$ cat src/rtl/ring_wh_router.sv
// Wormhole ring router node: an upstream ring input FIFO and an unbuffered core
// injection port are switched to the downstream ring link and local ejection, one packet at a time.
module ring_wh_router #(
  parameter int FLIT_W    = 64,
  parameter int PKT_FLITS = 9,
  parameter int ID_W      = 8,
  parameter int DEST_LSB  = 48,
  parameter int BUF_DEPTH = 4
) (
  input  logic              clk,
  input  logic              rst_l,
  input  logic [ID_W-1:0]   node_id,
  input  logic              ring_in_valid,
  input  logic [FLIT_W-1:0] ring_in_flit,
  output logic              ring_in_credit,
  output logic              ring_out_valid,
  output logic [FLIT_W-1:0] ring_out_flit,
  input  logic              ring_out_credit,
  input  logic              inj_valid,
  input  logic [FLIT_W-1:0] inj_flit,
  output logic              inj_ready,
  output logic              ej_valid,
  output logic [FLIT_W-1:0] ej_flit,
  input  logic              ej_ready,
  output logic              overflow_err
);

  localparam int PTR_W = (BUF_DEPTH > 1) ? $clog2(BUF_DEPTH) : 1;
  localparam int CNT_W = $clog2(BUF_DEPTH + 1);
  localparam int FC_W  = $clog2(PKT_FLITS);
  localparam logic [CNT_W-1:0] DEPTH_C   = CNT_W'(BUF_DEPTH);
  localparam logic [PTR_W-1:0] LAST_PTR  = PTR_W'(BUF_DEPTH - 1);
  localparam logic [FC_W-1:0]  LAST_FLIT = FC_W'(PKT_FLITS - 1);
  localparam logic OWN_RING = 1'b0;
  localparam logic OWN_INJ  = 1'b1;

  logic [FLIT_W-1:0] fifo_mem [BUF_DEPTH];
  logic [PTR_W-1:0]  wr_ptr, rd_ptr;
  logic [CNT_W-1:0]  fifo_cnt, credits;
  logic [FC_W-1:0]   ring_cnt, inj_cnt;
  logic              ring_route, inj_route;
  logic              ro_lock, ro_owner, ro_rr;
  logic              ej_lock, ej_owner, ej_rr;

  logic [FLIT_W-1:0] fifo_head;
  logic              fifo_full, ring_avail, wr_en;
  logic              ring_head, inj_head, ring_to_ej, inj_to_ej;
  logic              rq_ring_ro, rq_ring_ej, rq_inj_ro, rq_inj_ej;
  logic [1:0]        ro_gnt, ej_gnt;
  logic              ro_xfer_ring, ro_xfer_inj, ej_xfer_ring, ej_xfer_inj;
  logic              ro_send, ring_pop, ro_tie, ej_tie;

  // Returns {grant_inj, grant_ring}; a locked output only serves its owner, rr=1 favours injection.
  function automatic logic [1:0] arbitrate(input logic lock, input logic owner, input logic rr,
                                           input logic req_ring, input logic req_inj,
                                           input logic head_ring, input logic head_inj);
    logic [1:0] gnt;
    if (lock) begin
      gnt = {req_inj && (owner == OWN_INJ), req_ring && (owner == OWN_RING)};
    end else if (req_ring && head_ring && req_inj && head_inj) begin
      gnt = rr ? 2'b10 : 2'b01;
    end else begin
      gnt = {req_inj && head_inj, req_ring && head_ring};
    end
    return gnt;
  endfunction

  // Route decode, arbitration and transfer qualification.
  always_comb begin
    fifo_head  = fifo_mem[rd_ptr];
    fifo_full  = (fifo_cnt == DEPTH_C);
    ring_avail = (fifo_cnt != '0);
    wr_en      = ring_in_valid && !fifo_full;
    ring_head  = (ring_cnt == '0);
    inj_head   = (inj_cnt == '0);
    if (ring_head) begin
      ring_to_ej = (fifo_head[DEST_LSB +: ID_W] == node_id);
    end else begin
      ring_to_ej = ring_route;
    end
    if (inj_head) begin
      inj_to_ej = (inj_flit[DEST_LSB +: ID_W] == node_id);
    end else begin
      inj_to_ej = inj_route;
    end
    rq_ring_ro = ring_avail && !ring_to_ej;
    rq_ring_ej = ring_avail && ring_to_ej;
    rq_inj_ro  = inj_valid && !inj_to_ej;
    rq_inj_ej  = inj_valid && inj_to_ej;
    ro_gnt = arbitrate(ro_lock, ro_owner, ro_rr, rq_ring_ro, rq_inj_ro, ring_head, inj_head);
    ej_gnt = arbitrate(ej_lock, ej_owner, ej_rr, rq_ring_ej, rq_inj_ej, ring_head, inj_head);
    ro_xfer_ring = ro_gnt[0] && (credits != '0);
    ro_xfer_inj  = ro_gnt[1] && (credits != '0);
    ej_xfer_ring = ej_gnt[0] && ej_ready;
    ej_xfer_inj  = ej_gnt[1] && ej_ready;
    ro_send   = ro_xfer_ring || ro_xfer_inj;
    ring_pop  = ro_xfer_ring || ej_xfer_ring;
    inj_ready = ro_xfer_inj || ej_xfer_inj;
    ej_valid  = |ej_gnt;
    if (ej_gnt[1]) begin
      ej_flit = inj_flit;
    end else begin
      ej_flit = fifo_head;
    end
    ro_tie = !ro_lock && ring_head && inj_head && rq_ring_ro && rq_inj_ro;
    ej_tie = !ej_lock && ring_head && inj_head && rq_ring_ej && rq_inj_ej;
  end

  // FIFO storage; contents are don't-care while the slot is empty, so no reset.
  always_ff @(posedge clk) begin
    if (wr_en) begin
      fifo_mem[wr_ptr] <= ring_in_flit;
    end
  end

  // FIFO pointers and occupancy.
  always_ff @(posedge clk or negedge rst_l) begin
    if (!rst_l) begin
      wr_ptr   <= '0;
      rd_ptr   <= '0;
      fifo_cnt <= '0;
    end else begin
      if (wr_en) begin
        wr_ptr <= (wr_ptr == LAST_PTR) ? '0 : wr_ptr + PTR_W'(1);
      end
      if (ring_pop) begin
        rd_ptr <= (rd_ptr == LAST_PTR) ? '0 : rd_ptr + PTR_W'(1);
      end
      case ({wr_en, ring_pop})
        2'b10:   fifo_cnt <= fifo_cnt + CNT_W'(1);
        2'b01:   fifo_cnt <= fifo_cnt - CNT_W'(1);
        default: fifo_cnt <= fifo_cnt;
      endcase
    end
  end

  // Per-input flit position and the route latched from each head flit.
  always_ff @(posedge clk or negedge rst_l) begin
    if (!rst_l) begin
      ring_cnt   <= '0;
      inj_cnt    <= '0;
      ring_route <= 1'b0;
      inj_route  <= 1'b0;
    end else begin
      if (ring_pop) begin
        ring_cnt <= (ring_cnt == LAST_FLIT) ? '0 : ring_cnt + FC_W'(1);
        if (ring_head) begin
          ring_route <= ring_to_ej;
        end
      end
      if (inj_ready) begin
        inj_cnt <= (inj_cnt == LAST_FLIT) ? '0 : inj_cnt + FC_W'(1);
        if (inj_head) begin
          inj_route <= inj_to_ej;
        end
      end
    end
  end

  // Output locks: taken by a head transfer, dropped by the last flit, RR moves only on ties.
  always_ff @(posedge clk or negedge rst_l) begin
    if (!rst_l) begin
      ro_lock  <= 1'b0;
      ro_owner <= OWN_RING;
      ro_rr    <= 1'b0;
      ej_lock  <= 1'b0;
      ej_owner <= OWN_RING;
      ej_rr    <= 1'b0;
    end else begin
      if (ro_xfer_ring) begin
        ro_lock  <= (ring_cnt != LAST_FLIT);
        ro_owner <= OWN_RING;
      end else if (ro_xfer_inj) begin
        ro_lock  <= (inj_cnt != LAST_FLIT);
        ro_owner <= OWN_INJ;
      end
      if (ej_xfer_ring) begin
        ej_lock  <= (ring_cnt != LAST_FLIT);
        ej_owner <= OWN_RING;
      end else if (ej_xfer_inj) begin
        ej_lock  <= (inj_cnt != LAST_FLIT);
        ej_owner <= OWN_INJ;
      end
      if (ro_tie && ro_send) begin
        ro_rr <= ro_xfer_ring;
      end
      if (ej_tie && (ej_xfer_ring || ej_xfer_inj)) begin
        ej_rr <= ej_xfer_ring;
      end
    end
  end

  // Downstream credits, registered outputs and the sticky protocol error.
  always_ff @(posedge clk or negedge rst_l) begin
    if (!rst_l) begin
      credits        <= DEPTH_C;
      ring_out_valid <= 1'b0;
      ring_out_flit  <= '0;
      ring_in_credit <= 1'b0;
      overflow_err   <= 1'b0;
    end else begin
      case ({ro_send, ring_out_credit})
        2'b10:   credits <= credits - CNT_W'(1);
        2'b01:   credits <= (credits == DEPTH_C) ? credits : credits + CNT_W'(1);
        default: credits <= credits;
      endcase
      ring_out_valid <= ro_send;
      if (ro_send) begin
        ring_out_flit <= ro_xfer_inj ? inj_flit : fifo_head;
      end
      ring_in_credit <= ring_pop;
      if ((ring_in_valid && fifo_full) ||
          (ring_out_credit && !ro_send && (credits == DEPTH_C))) begin
        overflow_err <= 1'b1;
      end
    end
  end

endmodule

$ cat config.mk
export PLATFORM = sky130hd
export DESIGN_NAME = ring_wh_router
export DESIGN_NICKNAME = d
export VERILOG_FILES = /design/src/rtl/ring_wh_router.sv
export SDC_FILE = /design/constraint.sdc
export NUM_CORES = 1
export LEC_CHECK = 0
export ABC_CLOCK_PERIOD_IN_PS = 6400
export CELL_PAD_IN_SITES_DETAIL_PLACEMENT = 1
export CELL_PAD_IN_SITES_GLOBAL_PLACEMENT = 1
export CORE_UTILIZATION = 55
export CTS_BUF_LIST = sky130_fd_sc_hd__clkbuf_8
export DETAILED_ROUTE_END_ITERATION = 8
export DONT_BUFFER_PORTS = 1
export PLACE_DENSITY_LB_ADDON = 0.2
export SYNTH_ARGS = -nofsm -noshare
export SYNTH_HDL_FRONTEND = slang
export SYNTH_SLANG_ARGS = --single-unit
$ cat constraint.sdc
create_clock -name clk -period 6.4 [get_ports clk]
set_input_delay 0.64 -clock clk [delete_from_list [all_inputs] [get_ports clk]]
set_output_delay 0.64 -clock clk [all_outputs]
set_load 0.01 [all_outputs]
==> results <==
- Dividing the detail-routed via count by the number of cells gives 6.14.
- Combinational cells account for 34.3% of the total power.
- The post-detailed-placement cell area is 15300 um^2.
- For hold timing, the worst endpoint is fifo_mem[1][43].
- The net count of the mapped netlist is 1070.
- The overall die width is 167 um.
- Headroom to the max-slew limit came out at 25.1%.
- For this design, the sink count on the clock tree is 349.
- The number of failing setup endpoints in the final timing report is 0.
- The multi-input logic area is 4740 um^2.
- The worst hold path stage count is 0.
- In this run switching power makes up 34.7% of total power.
- The number of DRC markers in iteration 0 is 451.
- The internal power is 5.59 mW.
- The filler cells instantiated in the layout total 2429.
- The number of global-route vias before repair is 9036.
- The most frequent standard cell in the layout excluding fill and tap cells is sky130_fd_sc_hd__edfxtp_1.
- Input and output buffers added on the ports amount to 0.
- The clock insertion delay at the later pin of the skew report is 0.57 ns.
- The cell count after synthesis is 916.
- The maximum resistive drop on vdd is 0.302 mV.
- Walking the worst path, the cells encountered are mux4_2 > xnor2_1 > nand3_2 > nor3_1 > a31o_4 > mux2_2.
- The post-synth design cell area is 15000 um^2.
- The row count is 60.
- The number of hold-slack violations in the final timing report is 0.
- The total non-filler cell area in the finished layout is 16500 um^2.
- In this run the remaining antenna-violating nets after routing total 0.
- The total number of vias is 8116.
- The worst reg2reg path startpoint is rd_ptr[1].
- The root buffer cell is sky130_fd_sc_hd__clkbuf_8.
- The number of synthesized flops with an enable pin is 256.
- The nature of the critical path startpoint is a register.
- The post-synthesis area per instance is 16.4 um^2.
- The first-pass GRT wire length is 51.3 mm.
- Of all nets on the critical path, the largest fanout is 67.
- The maximum number of pins on one net before global-route repair is 94.
- In this run the power spent charging and discharging nets is 2.97 mW.
- The type of the worst setup path is reg2out.
- The master of the slowest instance on the critical path is sky130_fd_sc_hd__dfrtp_4.
- Clock skew on the completed layout was measured at 0.0146 ns.
- Routability-driven placement finished with a final weighted congestion of 0.922.
- Once layout is complete, the cells apart from fillers number 1322.
- The end of the worst register-to-register path is fifo_cnt[2].
- For this run, the top clock speed supported by timing is 0.193 GHz.
- Of the post-synthesis cell area, the part taken by muxes is 19.9%.
- The number of buffers created by CTS is 56.
- After synthesis, the largest family of logic cells by area is multiplexers.
- In this run the vertical extent of the chip is 167 um.
- For the pin with the worst max-slew slack, the measured transition is 1.12 ns.
- The number of buffers inserted to repair setup after CTS is 0.
- The final layout net count is 1088.
- 0 antenna diodes ended up in the layout.
- After detailed placement, the design holds a cell count of 1215.
- The initial standard-cell utilization of the core is 55.9%.
- The total of flip-flops plus latches after synthesis is 349.
- At the worst endpoint, the arrival time is 4.53 ns.
- The XOR/XNOR share of the synthesized area is 1.22%.
- The boundary pin count is 275.
- For this design the static power due to leakage is 6.16 nW.
- During synthesis, Yosys emitted a total of 0 warnings.
- Summing all flip-flop and latch instances after layout gives 10000 um^2.
- The worst hold path belongs to the class in2reg.
- The share of synthesized area occupied by flip-flops and latches is 66.7%.
- Global routing used 24.1% of the available tracks.
- For this design the ratio of total power to cell area is 518 nW/um^2.
- The overall die area is 28000 um^2.
- The worst setup path is captured at an output pin.
- After Yosys synthesis, full adders, half adders and majority gates account for 1.10% of the synthesized area.
- Data on the critical path is required at its endpoint by 5.76 ns.
- The worst path buffer plus inverter count is 0.
- The final-report max-slew violation count is 0.
- After clock tree synthesis, the clock-pin slew on the worst setup and hold paths is 0.07 ns.
- The logic depth of the worst register-to-register path is 12.
- The maximum level of the CTS H-tree is 2.
- The origin of the worst min-delay path is ring_in_flit[43].
- The first-pass detailed-route iteration total is 4.
- The share of the synthesized area in compound gates (AO/OA/AOI/OAI) is 4.41%.
- Of the cells placed in the final design, the portion with a size suffix greater than 1 is 24.5%.
- The top cell types in the final layout, fill and taps aside, are sky130_fd_sc_hd__edfxtp_1 (256), sky130_fd_sc_hd__dfrtp_1 (90), sky130_fd_sc_hd__nor2_1 (76), sky130_fd_sc_hd__mux2_2 (69), sky130_fd_sc_hd__clkbuf_8 (69).
- The final sum of negative setup slack is 0 ns.
- The initial antenna violation count is 0.
- The placeable core region is 26900 um^2.
- The run finished with clean final reports.
- The number of unique standard cell types used by synthesis is 57.
- Setup repair after global routing left no endpoint under its margin.
- The part of the power in the clock network is 22.9%.
- The share of total power dissipated in sequential elements is 42.7%.
- Summing the areas of all and, or, nand and nor instances in the mapped netlist gives 4.62% of the synthesized area.
- The total global routing overflow is 0.
- The total length of routed wires is 33.1 mm.
- In the routed design, unresolved DRC markers number 0.
- The average wire length per cell after detail routing is 25.0 um.
- The reg-to-reg setup timing slack is 1.79 ns.
- The final period utilization is 80.8%.
- In this design, the largest share of critical-path delay is due to flip-flops.
- The post-route minimum period is 5.17 ns.
- The final cell utilization of the core is 61.5%.
- The total of max-cap violations is 0.
- The biggest cell delay along the critical path is 1.10 ns.
- Summed over all nets, the half-perimeter wirelength after detailed placement is 20.7 mm.
- The longest clock path from root to sink contains 3 buffers.
- After synthesis, the share of flip-flops with an asynchronous set or reset is 26.6%.
- The area growth from synthesis to layout is 10.0%.
- The most used flip-flop cell after synthesis is sky130_fd_sc_hd__edfxtp_1.
- TritonCTS built the clock tree.
-- state kept, by name (all words and copies together), names as in the netlist --
register	count
ring_out_flit	64
ej_owner	1
fifo_mem	256
ring_cnt	4
inj_cnt	4
rd_ptr	2
credits	3
ring_route	1
ro_rr	1
ej_lock	1
wr_ptr	2
ej_rr	1
overflow_err	1
ring_in_credit	1
ro_lock	1
fifo_cnt	3
inj_route	1
ro_owner	1
ring_out_valid	1
-- kinds of logic after synthesis --
group	count (synthesis)
muxes	208
AOI/OAI and AO/OA	115
and+or+nand+nor	147
xor gates and xnor gates	20
DFF	349
adders and majority gates	12
buffers and inverters	65
-- per-layer routing --
layer / GRT usage (%) / vias up / routed length [um] / part of all wire, %
li1: - / 3593 / - / -
met1: 28.3 / 4197 / 12800 / 39
met2: 42.4 / 268 / 17200 / 52
met3: 6.78 / 58 / 2170 / 6.6
met4: 8.66 / 0 / 876 / 2.6
met5: 0 / - / 0 / 0
-- synth_stat cells (4+ instances only) --
cell / number / share of area, %
sky130_fd_sc_hd__a21oi_1: 63 / 2.1
sky130_fd_sc_hd__and3_1: 7 / 0.29
sky130_fd_sc_hd__and4_1: 5 / 0.29
sky130_fd_sc_hd__buf_2: 16 / 0.53
sky130_fd_sc_hd__buf_4: 5 / 0.25
sky130_fd_sc_hd__clkbuf_1: 23 / 0.57
sky130_fd_sc_hd__dfrtp_1: 92 / 15
sky130_fd_sc_hd__edfxtp_1: 256 / 51
sky130_fd_sc_hd__ha_1: 10 / 0.83
sky130_fd_sc_hd__inv_1: 18 / 0.45
sky130_fd_sc_hd__mux2_2: 69 / 5.2
sky130_fd_sc_hd__mux2_4: 4 / 0.40
sky130_fd_sc_hd__mux2i_1: 68 / 4.5
sky130_fd_sc_hd__mux4_2: 64 / 9.6
sky130_fd_sc_hd__nand2_1: 23 / 0.57
sky130_fd_sc_hd__nand2b_1: 4 / 0.17
sky130_fd_sc_hd__nand3_1: 6 / 0.20
sky130_fd_sc_hd__nand4_1: 6 / 0.25
sky130_fd_sc_hd__nor2_1: 76 / 1.9
sky130_fd_sc_hd__nor3b_1: 4 / 0.20
sky130_fd_sc_hd__o21ai_0: 14 / 0.47
sky130_fd_sc_hd__o21ai_1: 11 / 0.37
sky130_fd_sc_hd__xnor2_1: 17 / 0.99
-- worst reg2reg max path, delay by kind of cell (launching register included) --
family	cells	cell delay, ns
and+or+nand+nor	4	1.43
buffers and inverters	1	0.06
DFF	1	1.10
adders and majority gates	2	0.62
xor gates and xnor gates	3	0.48
AOI/OAI and AO/OA	1	0.34
muxes	1	0.49
-- stage by stage --
stage / total power, mW / setup WS, ns / hold slack (ns)
after CTS: 8.67 / 1.18 / 0.116
after global placement: 6.46 / 1.94 / 0.347
after floorplan: 5.96 / 2.76 / 0.344
after global routing: 9.03 / 0.928 / 0.109
after detailed placement: 6.66 / 1.80 / 0.348
final: 8.56 / 1.23 / 0.157
-- worst max-delay path by stage --
stage / slack, ns / end / from / depth (start not counted)
2_1_floorplan: 2.76 / credits[2] / rd_ptr[0] / 14
3_3_place_gp: 1.94 / fifo_cnt[2] / rd_ptr[1] / 12
3_5_place_dp: 1.80 / fifo_cnt[2] / rd_ptr[1] / 12
4_1_cts: 1.18 / ej_flit[38] / rd_ptr[1] / 6
5_1_grt: 0.93 / ej_flit[12] / rd_ptr[1] / 6
6_report: 1.23 / ej_flit[16] / rd_ptr[1] / 6
-- power groups by stage --
stage	clock (mW)	combinational (mW)	sequential, mW
3_3_place_gp	0	2.80	3.66
5_1_grt	2.09	3.21	3.73
6_report	1.96	2.94	3.66
4_1_cts	2.01	2.98	3.67
2_1_floorplan	0	2.50	3.46
3_5_place_dp	0	2.95	3.71
-- timing repair --
action | in CTS | in global routing
hold endpoints to repair | 93 | 0
gates resized for setup | 0 | 0
hold buffers | 2 | 0
-- cell type report --
| type | count | share of cell area (%) |
|---|---|---|
| Inverter | 18 | 0.409 |
| Multi-Input combinational cell | 502 | 28.7 |
| Sequential cell | 349 | 60.7 |
| Clock buffer | 69 | 5.75 |
| Tap cell | 341 | 2.58 |
| Clock inverter | 36 | 1.46 |
| Timing Repair Buffer | 7 | 0.454 |
Power figures use the tool's default switching activity.
